## src/rtl/midi_pkg.sv

```systemverilog
`default_nettype none
// ============================================================================
// Module   : midi_pkg
// Purpose  : Shared types and constants for the MIDI note receiver.
// Revision : 1.0 - initial release
// ============================================================================
package midi_pkg;

  // Status-byte upper nibbles the parser cares about
  localparam logic [3:0] ST_NOTE_OFF = 4'h8;
  localparam logic [3:0] ST_NOTE_ON  = 4'h9;
  localparam logic [3:0] ST_PROG     = 4'hC;
  localparam logic [3:0] ST_CHPRESS  = 4'hD;

  // Byte class boundaries
  localparam logic [7:0] SYS_FIRST = 8'hF0;
  localparam logic [7:0] RT_FIRST  = 8'hF8;

  // Counter widths
  localparam int CNT_W     = 11;
  localparam int BIT_IDX_W = 3;
  localparam int DCNT_W    = 2;

  typedef enum logic [2:0] {
    RX_IDLE      = 3'd0,
    RX_START     = 3'd1,
    RX_DATA      = 3'd2,
    RX_STOP      = 3'd3,
    RX_WAIT_IDLE = 3'd4
  } rx_state_t;

  typedef enum logic [1:0] {
    RS_NONE     = 2'd0,
    RS_NOTE_OFF = 2'd1,
    RS_NOTE_ON  = 2'd2,
    RS_SKIP     = 2'd3
  } run_status_t;

  // Program change and channel pressure carry a single data byte
  function automatic logic is_one_data(input logic [3:0] hi);
    return (hi == ST_PROG) || (hi == ST_CHPRESS);
  endfunction

endpackage
`default_nettype wire

```

## src/rtl/midi_uart_rx.sv

```systemverilog
`default_nettype none
// ============================================================================
// Module   : midi_uart_rx
// Purpose  : Two-flop input synchroniser plus 8N1 receiver sampling at
//            mid-bit. Emits a one-cycle byte_valid or frame_err per frame.
// Revision : 1.0 - initial release
// ============================================================================
module midi_uart_rx
  import midi_pkg::*;
#(
  parameter int CLK_HZ = 50_000_000,
  parameter int BAUD   = 31250
) (
  input  logic       clk,
  input  logic       reset,
  input  logic       midi_rx,
  output logic       byte_valid,
  output logic [7:0] byte_data,
  output logic       frame_err
);

  localparam int DIV  = CLK_HZ / BAUD;
  localparam int HALF = DIV / 2;
  localparam logic [CNT_W-1:0] DIV_LAST  = CNT_W'(DIV - 1);
  localparam logic [CNT_W-1:0] HALF_LAST = CNT_W'(HALF - 1);

  logic                 rx_meta_q, rx_s_q;
  rx_state_t            state_q, state_d;
  logic [CNT_W-1:0]     cnt_q, cnt_d;
  logic [BIT_IDX_W-1:0] bit_idx_q, bit_idx_d;
  logic [7:0]           shift_q, shift_d;
  logic [7:0]           byte_data_q, byte_data_d;
  logic                 byte_valid_q, byte_valid_d;
  logic                 frame_err_q, frame_err_d;

  // Bring the asynchronous line into the clock domain (idle high)
  always_ff @(posedge clk or posedge reset) begin
    if (reset) begin
      rx_meta_q <= 1'b1;
      rx_s_q    <= 1'b1;
    end else begin
      rx_meta_q <= midi_rx;
      rx_s_q    <= rx_meta_q;
    end
  end

  // Receiver state and datapath registers
  always_ff @(posedge clk or posedge reset) begin
    if (reset) begin
      state_q      <= RX_IDLE;
      cnt_q        <= '0;
      bit_idx_q    <= '0;
      shift_q      <= '0;
      byte_data_q  <= '0;
      byte_valid_q <= 1'b0;
      frame_err_q  <= 1'b0;
    end else begin
      state_q      <= state_d;
      cnt_q        <= cnt_d;
      bit_idx_q    <= bit_idx_d;
      shift_q      <= shift_d;
      byte_data_q  <= byte_data_d;
      byte_valid_q <= byte_valid_d;
      frame_err_q  <= frame_err_d;
    end
  end

  // Next-state: confirm start at half a bit, then sample each bit one DIV later
  always_comb begin
    state_d      = state_q;
    cnt_d        = cnt_q;
    bit_idx_d    = bit_idx_q;
    shift_d      = shift_q;
    byte_data_d  = byte_data_q;
    byte_valid_d = 1'b0;
    frame_err_d  = 1'b0;
    case (state_q)
      RX_IDLE: begin
        if (!rx_s_q) begin
          state_d = RX_START;
          cnt_d   = '0;
        end
      end
      RX_START: begin
        if (cnt_q == HALF_LAST) begin
          cnt_d     = '0;
          bit_idx_d = '0;
          // A line that is high again at mid-start was only a glitch
          state_d   = rx_s_q ? RX_IDLE : RX_DATA;
        end else begin
          cnt_d = cnt_q + CNT_W'(1);
        end
      end
      RX_DATA: begin
        if (cnt_q == DIV_LAST) begin
          cnt_d   = '0;
          shift_d = {rx_s_q, shift_q[7:1]};
          if (bit_idx_q == 3'd7) begin
            state_d = RX_STOP;
          end else begin
            bit_idx_d = bit_idx_q + 3'd1;
          end
        end else begin
          cnt_d = cnt_q + CNT_W'(1);
        end
      end
      RX_STOP: begin
        if (cnt_q == DIV_LAST) begin
          cnt_d = '0;
          if (rx_s_q) begin
            byte_valid_d = 1'b1;
            byte_data_d  = shift_q;
            state_d      = RX_IDLE;
          end else begin
            frame_err_d = 1'b1;
            state_d     = RX_WAIT_IDLE;
          end
        end else begin
          cnt_d = cnt_q + CNT_W'(1);
        end
      end
      RX_WAIT_IDLE: begin
        if (rx_s_q) state_d = RX_IDLE;
      end
      default: state_d = RX_IDLE;
    endcase
  end

  assign byte_valid = byte_valid_q;
  assign byte_data  = byte_data_q;
  assign frame_err  = frame_err_q;

endmodule
`default_nettype wire

```

## src/rtl/midi_note_receiver.sv

```systemverilog
`default_nettype none
// ============================================================================
// Module   : midi_note_receiver
// Purpose  : MIDI serial receiver and Note On/Off parser driving a single
//            monophonic note (number, velocity, gate) with last-note priority.
// Revision : 1.0 - initial release
// ============================================================================
module midi_note_receiver
  import midi_pkg::*;
#(
  parameter int         CLK_HZ     = 50_000_000,
  parameter int         BAUD       = 31250,
  parameter logic [6:0] RESET_NOTE = 7'd69
) (
  input  logic       clk,
  input  logic       reset,
  input  logic       midi_rx,
  input  logic [3:0] channel,
  input  logic       omni,
  output logic [6:0] MIDI_freq,
  output logic [6:0] velocity,
  output logic       gate,
  output logic       note_strobe,
  output logic       byte_valid,
  output logic [7:0] byte_data,
  output logic       frame_err
);

  logic              rx_valid;
  logic [7:0]        rx_data;

  run_status_t       run_q, run_d;
  logic [DCNT_W-1:0] dcnt_q, dcnt_d;
  logic              one_q, one_d;
  logic [6:0]        key_q, key_d;
  logic [6:0]        freq_q, freq_d;
  logic [6:0]        vel_q, vel_d;
  logic              gate_q, gate_d;
  logic              strobe_q, strobe_d;

  logic              ch_ok;
  logic [3:0]        hi;

  midi_uart_rx #(
    .CLK_HZ (CLK_HZ),
    .BAUD   (BAUD)
  ) u_uart (
    .clk        (clk),
    .reset      (reset),
    .midi_rx    (midi_rx),
    .byte_valid (rx_valid),
    .byte_data  (rx_data),
    .frame_err  (frame_err)
  );

  assign hi    = rx_data[7:4];
  assign ch_ok = omni || (rx_data[3:0] == channel);

  // Parser and note-state registers
  always_ff @(posedge clk or posedge reset) begin
    if (reset) begin
      run_q    <= RS_NONE;
      dcnt_q   <= '0;
      one_q    <= 1'b0;
      key_q    <= '0;
      freq_q   <= RESET_NOTE;
      vel_q    <= '0;
      gate_q   <= 1'b0;
      strobe_q <= 1'b0;
    end else begin
      run_q    <= run_d;
      dcnt_q   <= dcnt_d;
      one_q    <= one_d;
      key_q    <= key_d;
      freq_q   <= freq_d;
      vel_q    <= vel_d;
      gate_q   <= gate_d;
      strobe_q <= strobe_d;
    end
  end

  // Classify each received byte and apply a completed note message
  always_comb begin
    run_d    = run_q;
    dcnt_d   = dcnt_q;
    one_d    = one_q;
    key_d    = key_q;
    freq_d   = freq_q;
    vel_d    = vel_q;
    gate_d   = gate_q;
    strobe_d = 1'b0;
    if (rx_valid) begin
      if (rx_data >= RT_FIRST) begin
        // Real-time bytes may interleave anywhere; leave parser state alone
      end else if (rx_data >= SYS_FIRST) begin
        run_d  = RS_NONE;
        dcnt_d = '0;
      end else if (rx_data[7]) begin
        dcnt_d = '0;
        one_d  = is_one_data(hi);
        if (hi == ST_NOTE_OFF && ch_ok) begin
          run_d = RS_NOTE_OFF;
        end else if (hi == ST_NOTE_ON && ch_ok) begin
          run_d = RS_NOTE_ON;
        end else begin
          run_d = RS_SKIP;
        end
      end else if (run_q != RS_NONE) begin
        if (dcnt_q == '0 && !one_q) begin
          key_d  = rx_data[6:0];
          dcnt_d = DCNT_W'(1);
        end else begin
          // Message complete; running status stays for the next pair
          dcnt_d = '0;
          if (run_q == RS_NOTE_ON && rx_data[6:0] != 7'd0) begin
            freq_d   = key_q;
            vel_d    = rx_data[6:0];
            gate_d   = 1'b1;
            strobe_d = 1'b1;
          end else if ((run_q == RS_NOTE_ON || run_q == RS_NOTE_OFF) && key_q == freq_q) begin
            gate_d = 1'b0;
          end
        end
      end
    end
  end

  assign MIDI_freq   = freq_q;
  assign velocity    = vel_q;
  assign gate        = gate_q;
  assign note_strobe = strobe_q;
  assign byte_valid  = rx_valid;
  assign byte_data   = rx_data;

endmodule
`default_nettype wire
```

## config.mk

```make
export PLATFORM = sky130hd
export DESIGN_NAME = midi_note_receiver
export DESIGN_NICKNAME = d
export VERILOG_FILES = /design/src/rtl/midi_pkg.sv /design/src/rtl/midi_uart_rx.sv /design/src/rtl/midi_note_receiver.sv
export SDC_FILE = /design/constraint.sdc
export NUM_CORES = 1
export LEC_CHECK = 0
export CAP_MARGIN = 20
export CORE_ASPECT_RATIO = 0.7
export CORE_MARGIN = 3
export CORE_UTILIZATION = 32
export DETAILED_ROUTE_END_ITERATION = 12
export GPL_ROUTABILITY_DRIVEN = 0
export PLACE_DENSITY = 0.57
export SETUP_SLACK_MARGIN = 0.2
export SLEW_MARGIN = 20
export SYNTH_ARGS = -nofsm -noshare
export SYNTH_HDL_FRONTEND = slang
export SYNTH_SLANG_ARGS = --single-unit
```

## constraint.sdc

```tcl
create_clock -name clk -period 2.63 [get_ports clk]
set_input_delay 0.789 -clock clk [delete_from_list [all_inputs] [get_ports clk]]
set_output_delay 0.789 -clock clk [all_outputs]
set_load 0.005 [all_outputs]
```

* Yosys cells after proc, flatten, opt, wreduce, memory -nomap -nowiden
Index checks and enable logic that the tools add are counted.
** Storage, ports and cells
- Input bits :: 8
- Bits in latches :: 0
- Bits in read-only memories :: 0
- Memories kept :: 0
- Register bits :: 65
- Output and inout port bits :: 26
- RAM bits :: 0
** Operators by class
- Muxes and demuxes :: 40
- Equality and inequality tests :: 22
- Bitwise logic cells :: 4
- $mul :: 0
- Shift operators :: 0
- $lt $le $gt $ge :: 2
- Reduce and logical (&&, ||, !) cells :: 30
- Add/sub/neg operators :: 2
- Div/mod/pow operators :: 0
** Operators by type and width (number)
- 11-bit 2-to-1 mux :: 3
- 11-bit one-hot mux with 3 select lines :: 1
- 3-bit 2-to-1 mux :: 10
- 1-bit 2-to-1 mux :: 17
- 4-bit equality test, second input constant :: 4
- 8-bit greater-or-equal comparator, second input constant :: 2
- 3-bit one-hot mux with 5 select lines :: 1
- 2-bit 2-to-1 mux :: 7
- 7-bit AND reduction :: 2
- 6-bit AND reduction :: 2
- 11-bit by 1-bit adder with 11-bit output, second input constant :: 1
- 11-bit by 10-bit equality test with 1-bit output, second input constant :: 1
- 11-bit equality test, second input constant :: 1
- 2-bit by 1-bit inequality test with 1-bit output, second input constant :: 5
- 3-bit AND reduction :: 3
- 4-bit AND reduction :: 2
- 2-bit nonzero test :: 4
- 7-bit equality test :: 1
- 7-bit nonzero test :: 1
- 3-bit by 2-bit equality test with 1-bit output, second input constant :: 2
- 3-bit equality test, second input constant :: 2
- 3-bit one-hot mux with 2 select lines :: 1
- 3-bit nonzero test :: 2
- 1-bit logical AND :: 5
- 13 further kinds :: 20

* Logic depth before layout (Yosys ltp)
Gate-level depths: netlist of the first run.
- Depth in word-level cells :: 9
- Depth in mapped cells :: 8

* Modules after synthesis
Synthesis of the first run repeated with hierarchy kept, for this count alone.
** Unflattened totals
- Cell total of the unflattened synthesis :: 249
- Area, all modules :: 3065.4 um^2
** By module, submodules not included
- midi_uart_rx :: cells each 150, instances 1, area an instance 1770.4 um^2
- midi_note_receiver :: cells each 99, instances 1, area an instance 1295.0 um^2

* Worst setup path before layout of the first run
Ideal clock, no wire load.
- Kind :: reg2reg
- Start :: register u_uart.cnt_q[6]
- End :: register u_uart.state_q[0]
- Required time :: 2.502 ns
- Setup slack :: 0.649 ns
- Arrival time :: 1.854 ns
- Stages on the path, launching flop included :: 6
- Buffers on the path :: 0
- Cells stage by stage :: dfrtp_1 or3b_4 o41ai_4 o211ai_2 a311oi_2 mux2_1
** On the way
- Cells in the longest elaborated chain, start to end :: 3
- Elaborated cells on any way between the ends :: 6
- Classes of those cells :: 5 x eq/ne; 1 x reduce/logical
** Ends and longest elaborated chain
- start: declaration :: line midi_uart_rx.sv:29 : logic [CNT_W-1:0] cnt_q, cnt_d;
- start signal: assignment :: line midi_uart_rx.sv:59 : cnt_q <= cnt_d;
- 11-bit equality test or 11-bit by 10-bit equality test with 1-bit output (tied branches) :: line midi_uart_rx.sv:95, midi_uart_rx.sv:108, midi_uart_rx.sv:85
- 2-bit by 1-bit inequality test with 1-bit output (no source line)
- 6-bit AND reduction (no source line) (*)
- end signal: assignment :: line midi_uart_rx.sv:58 : state_q <= state_d;
- end: declaration :: line midi_uart_rx.sv:28 : rx_state_t state_q, state_d;
Mark *: on every way between the ends. The rest lies on a longest branch, timed or not.
A chain may end at the register's enable or synchronous reset.

* Worst setup path in the final report of the first run
- Start :: register u_uart.byte_data_q[6], in the netlist u_uart.byte_data[6]
- End :: output port byte_data[6]
** RTL lines
- start: declaration :: line midi_uart_rx.sv:32 : logic [7:0] byte_data_q, byte_data_d;
- start signal: assignment :: line midi_uart_rx.sv:62 : byte_data_q <= byte_data_d;
- end: declaration :: line midi_note_receiver.sv:25 : output logic [7:0] byte_data,
No word-level cell between the ends.

==> reports/metrics.yaml, run 1 <==
synthesis:
  yosys_warnings: 0
  synth_cells: 248
  yosys.area.top_type: "dfrtp_1"
  syn_nets: 261
  ys_seq_elements: 64
  synth-async-reset-ratio: 1.00
  synth_area_per_cell_um2: 12.0
  synth_edf_count: 0
  yosysMostFrequentCell: "dfrtp_1"
  ys_top_cells_by_area: "dfrtp_1 (50%), mux2_2 (14%), dfstp_2 (4.4%), xor2_1 (2.9%), ha_1 (2.1%)"
  synth_seq_area_share: 0.540
  synth_top_area_share: 0.496
  ys.flop_type: "dfrtp_1"
  netlist_area_um2: 2980
  synth_common_cells: "dfrtp_1 (59), mux2_2 (38), nor2_1 (16)"
  synth_cell_types: 47
power_and_ir_drop:
  power.total_w: 0.00224
  vdd_drop_max_mv: 0.261
  p_leak_nw: 1.81
  p_per_area_nw_per_um2: 587
sta:
  hold_viol_final: 0
  finalSetupTns_ps: 0
  finalSetupViolCount: 0
  tightestPinTransition_ps: 487
  min_period_ps: 2230
  max_slew_margin: 0.675
  fmax_ghz: 0.448
  rsz0062_at_grt: "false"
  setup_ws_ps: 398
  fin_worst_skew_ps: 5.93
  period_share: 0.849
  slew_viol_final: 0
finish:
  final_cell_area_um2: 3810
  multi_input_area_um2: 1310
  diodes: 0
  fin_cells: 418
  layout-drive-gt1-share: 0.255
  nNetsFinal: 306
  syn_to_final_growth_pct: 28.1
  nFillCells: 833
  register_area_um2: 1610
drt:
  viasPerCell: 4.87
  drt_wl_total_um: 6260
  drt-wirelength-per-cell_um: 15.0
  drt_iter0_markers: 162
  ant_nets: 0
  drt_first_pass_iters: 4
  vias: 2034
  drc: 0
cts:
  post_cts_resized: 0
  cts_root_buf: "clkbuf_16"
  cts_sinks: 64
  clock_latency_ps: 330
  cts_tree: "yes"
  clockBufferDepth: 2
  numCtsBuffers: 9
  htreeDepth: 3
  hold_buffers: 0
  post_cts_buffers: 0
  clkTransAtPathRegs_ps: 50
floorplanning:
  dieHeight_um: 86.7
  dieWidth_um: 121
  start_util: 0.340
  pin_count: 34
  std_cell_rows: 28
  design.core.area_um2: 8760
  die_area_um2: 10500
setup_path:
  cp.arrival_ps: 1440
  critPathLaunchType: "flop"
  cp.required_ps: 1840
  worst-path-buf-inv: 1
  path_cells: "clkdlybuf4s50_1"
  cpPeakStageDelay_ps: 570
  cp_max_fo: 9
  worstSetupPathType: "reg -> out"
  critPathSlowestCell: "clkdlybuf4s50_1"
  critPathCaptureType: "output port"
  cpLargestDelayFamily: "buffers and inverters"
placement:
  placed_area_um2: 3500
  dp_hpwl_um: 4470
  pre_cts_ws_ps: 406
  dp.cells: 402
  io_buffers: 33
global_route:
  grt_pass1_wl_um: 10700
  grt_max_degree: 28
  grt_pass1_vias: 2030
  antenna_found_initial: 0
  grt_remaining_overflow: 0
  grt_util_all_layers: 0.132
run_status:
  status: "completed"
run:
  drv_cap: 0
hold_path:
  hp-class: "reg -> reg"
==> flip-flops by register name, indices dropped and copies added, names as in the netlist, 2 cells and up <==
signal and cells:
key_q 7, u_uart.bit_idx_q 3, u_uart.shift_q 8, u_uart.byte_data 8, u_uart.cnt_q 11, u_uart.state_q 3, velocity 7, run_q 2
MIDI_freq 7
==> cells in the final DEF, fill, tap and decap left out, types with 2 or more instances in the layout <==
master           Yosys  final
clkinv_2             0      2
clkinvlp_4           0      2
dfstp_2              5      5
nor2_1              16     16
clkdlybuf4s50_1      0     33
xnor2_1              5      5
nand3_1              6      6
nor3_1               7      7
a22o_1               4      4
clkbuf_16            0      9
a21oi_1              9      9
mux2_2              38     38
dfrtp_1             59     59
nand2_1             14     14
a31oi_1              3      3
ha_1                 5      5
buf_4                0      8
inv_1                7      6
o21ai_0             10     10
nand2b_1             2      2
mux2i_1              2      2
nand4_1              3      3
o21bai_1             2      2
and3_1               5      5
mux2_1               2      2
a21o_1               2      2
nor4_1               2      2
clkbuf_8             0      2
xor2_1              10     10
==> layer usage <==
layer	up-vias	track usage	routed length, um
met4	0	0.0275	59
met3	4	0.0502	272
li1	983	-	-
met5	-	0	0
met1	1003	0.194	3350
met2	44	0.183	2580
==> cell families after synthesis <==
family / share of synthesized area
AND/OR/NAND/NOR: 0.116
flip-flops: 0.540
multiplexers: 0.158
AO/OA/AOI/OAI: 0.100
XOR/XNOR: 0.0441
buffers and inverters: 0.0198
adder cells (fa/ha/maj): 0.0210
==> metrics by stage <==
stage | hold WS (ps) | util
finish | 355 | 0.435
detailed placement | 347 | 0.400
CTS | 356 | 0.435
global route | 367 | 0.435
floorplan | 345 | -
global placement | 346 | 0.400
==> area by class of cell <==
class | instances | area share
Sequential cell | 64 | 0.422
Multi-Input combinational cell | 169 | 0.344
Timing Repair Buffer | 42 | 0.108
Clock buffer | 11 | 0.0663
Tap cell | 120 | 0.0394
Clock inverter | 5 | 0.0144
Inverter | 7 | 0.00689
==> report_power, final <==
group	internal (W)	leakage, nW	total (W)	switching [W]
Clock	0.000781	0.148	0.00121	0.000427
Combinational	0.0000162	0.814	0.0000399	0.0000236
Sequential	0.000989	0.851	0.000991	0.00000214
Total	0.00179	1.81	0.00224	0.000453
==> final timing paths <==
kind | start | endpoint | slack [ps] | cells past startpoint
setup / recovery | u_uart.byte_data[6] | byte_data[6] | 400 | 1
hold / removal | u_uart.rx_meta_q | u_uart.rx_s_q | 350 | 0
setup reg to reg | u_uart.cnt_q[0] | u_uart.byte_data[2] | 470 | 6
hold reg to reg | u_uart.rx_meta_q | u_uart.rx_s_q | 350 | 0
max in group asynchronous | reset | MIDI_freq[2] | 1220 | 3
min in group asynchronous | reset | velocity[5] | 810 | 2
No activity file was read; power rests on OpenSTA's default activity.
==> inputs of run 2 (changes only) <==
Settings changed: PLACE_DENSITY 0.57 to 0.59.
Clock period 2.63 ns to 1.9 ns, I/O delays scaled along.
==> run 2 against run 1 <==
  * The flow now finishes with violations (setup timing)
  * Worst hold slack barely moved
  * Critical path depth rose by 4
  * Non-clock buffer count rose by 44
  * Largest power group unchanged
  * Highest routed layer unchanged
==> reports/metrics.yaml, run 2 (same netlist as run 1, synthesis figures left out) <==
sta:
  whs_ps: 354
  setup_ws_ps: -101
  min_period_ps: 2000
  slew_viol_final: 0
  hold_viol_final: 0
  fmax_ghz: 0.500
  finalSetupViolCount: 5
  max_slew_margin: 0.693
  rsz0062_at_grt: "true"
  period_share: 1.05
  tightestPinTransition_ps: 456
  fin_worst_skew_ps: 6.59
global_route:
  grt_pass1_wl_um: 11800
  grt_max_degree: 48
  antenna_found_initial: 0
  grt_util_all_layers: 0.146
  grt_remaining_overflow: 0
  grt_pass1_vias: 2243
setup_path:
  worstSetupPathType: "reg -> reg"
  critPathLaunchType: "flop"
  reg2reg_from: "u_uart.cnt_q[6]"
  cpPeakStageDelay_ps: 430
  reg2reg_setup_slack_ps: -100
  path_cells: "or3b_4 -> o41ai_4 -> o211ai_2 -> a311oi_2 -> mux2_1"
  cp.arrival_ps: 2210
  critPathCaptureType: "flop"
  reg2reg_depth: 5
  timing.rr.end: "u_uart.state_q[1]"
  cp.required_ps: 2110
  critPathSlowestCell: "or3b_4"
  cp_max_fo: 3
floorplanning:
  pin_count: 34
  start_util: 0.340
  die_area_um2: 10500
  dieHeight_um: 86.7
  design.core.area_um2: 8760
  std_cell_rows: 28
  dieWidth_um: 121
cts:
  clock_latency_ps: 330
  hold_buffers: 0
  clockBufferDepth: 2
  cts_sinks: 64
  cts_tree: "yes"
  clkTransAtPathRegs_ps: 50
  numCtsBuffers: 9
  cts_root_buf: "clkbuf_16"
  htreeDepth: 3
placement:
  placed_area_um2: 3760
  dp_hpwl_um: 4750
  io_buffers: 33
drt:
  drc: 0
  viasPerCell: 4.88
  drt_first_pass_iters: 4
  vias: 2258
  ant_nets: 0
  drt-wirelength-per-cell_um: 15.6
  drt_iter0_markers: 138
  drt_wl_total_um: 7220
power_and_ir_drop:
  p_per_area_nw_per_um2: 669
  p_leak_nw: 2.16
  vdd_drop_max_mv: 0.388
finish:
  largest_register_ff_count: 11
  nFillCells: 769
  final_cell_mix: "dfrtp_1 (55), buf_4 (45), mux2_4 (28)"
  final_cell_area_um2: 4400
  nNetsFinal: 351
  layout-drive-gt1-share: 0.426
  regMostFlops: "u_uart.cnt_q"
  multi_input_area_um2: 1550
  diodes: 0
  mostFrequentLayoutCell: "dfrtp_1"
  register_area_um2: 1610
  syn_to_final_growth_pct: 47.8
hold_path:
  min_to: "u_uart.rx_s_q"
  hold_start: "u_uart.rx_meta_q"
  hp-class: "reg -> reg"
  whs_path_depth: 0
run_status:
  status: "finished with violations"
  violations: "setup timing"
run:
  drv_cap: 0
## run 2: cell types whose count changed in the layout (fill, tap and decap cells not counted), sizes merged, moves of 2 or more
cell / previous run / this run
buf: 9 / 53
clkbuf: 11 / 9
dlygate4sd2: 0 / 22
clkdlybuf4s50: 33 / 8
clkdlybuf4s15: 0 / 3
## run 2: critical path: cells and delay by family (launching register included)
kind | cells | cell delay [ps]
mux | 1 | 360
compound gates | 3 | 690
flops | 1 | 400
simple gates | 1 | 430
## run 2: routing by layer
metal	track usage	up-vias	routed length [um]
li1	-	1079	-
met1	0.225	1132	3900
met2	0.201	36	3020
met3	0.0339	11	200
met4	0.0498	0	99
met5	0	-	0
## run 2: worst max path at each step
stage / endpoint / slack [ps] / startpoint
2_1_floorplan: u_uart.state_q[0] / -30 / u_uart.cnt_q[6]
3_3_place_gp: run_q[0] / -70 / channel[3]
3_5_place_dp: run_q[0] / -100 / channel[2]
4_1_cts: u_uart.state_q[1] / -70 / u_uart.cnt_q[6]
5_1_grt: u_uart.state_q[1] / -150 / u_uart.cnt_q[6]
6_report: u_uart.state_q[1] / -100 / u_uart.cnt_q[6]
## run 2: timing repair
action / in CTS / in global routing
buffers inserted: 21 / 2
cloned: 1 / 1
resized for setup: 60 / 16
pin swaps: 13 / 11
setup endpoints to repair: 71 / 57
## run 2: area by class of cell
| cell class | count | share of cell area |
|---|---|---|
| repair buffers | 86 | 0.176 |
| well taps | 120 | 0.0341 |
| multi-input cells | 170 | 0.352 |
| flip-flops and latches | 64 | 0.367 |
| clock inverters | 7 | 0.0125 |
| inverters | 7 | 0.00683 |
| clock buffers | 9 | 0.0512 |
## run 2: power breakdown
| group | internal [W] | switching [W] | leakage [nW] |
|---|---|---|---|
| clock network | 0.000892 | 0.000626 | 0.132 |
| logic | 0.0000219 | 0.0000330 | 1.18 |
| registers | 0.00137 | 0.00000359 | 0.844 |
## run 2: stage by stage
step	utilization	setup TNS [ps]	std cells	worst slack (ps)	total power [W]
after floorplan	-	-56.4	248	-28.2	0.00142
after detailed placement	0.430	-393	422	-99.1	0.00145
after global placement	0.430	-229	422	-71.8	0.00145
after global routing	0.502	-948	463	-153	0.00306
after CTS	0.492	-221	460	-72.3	0.00300
final	0.502	-262	463	-101	0.00294
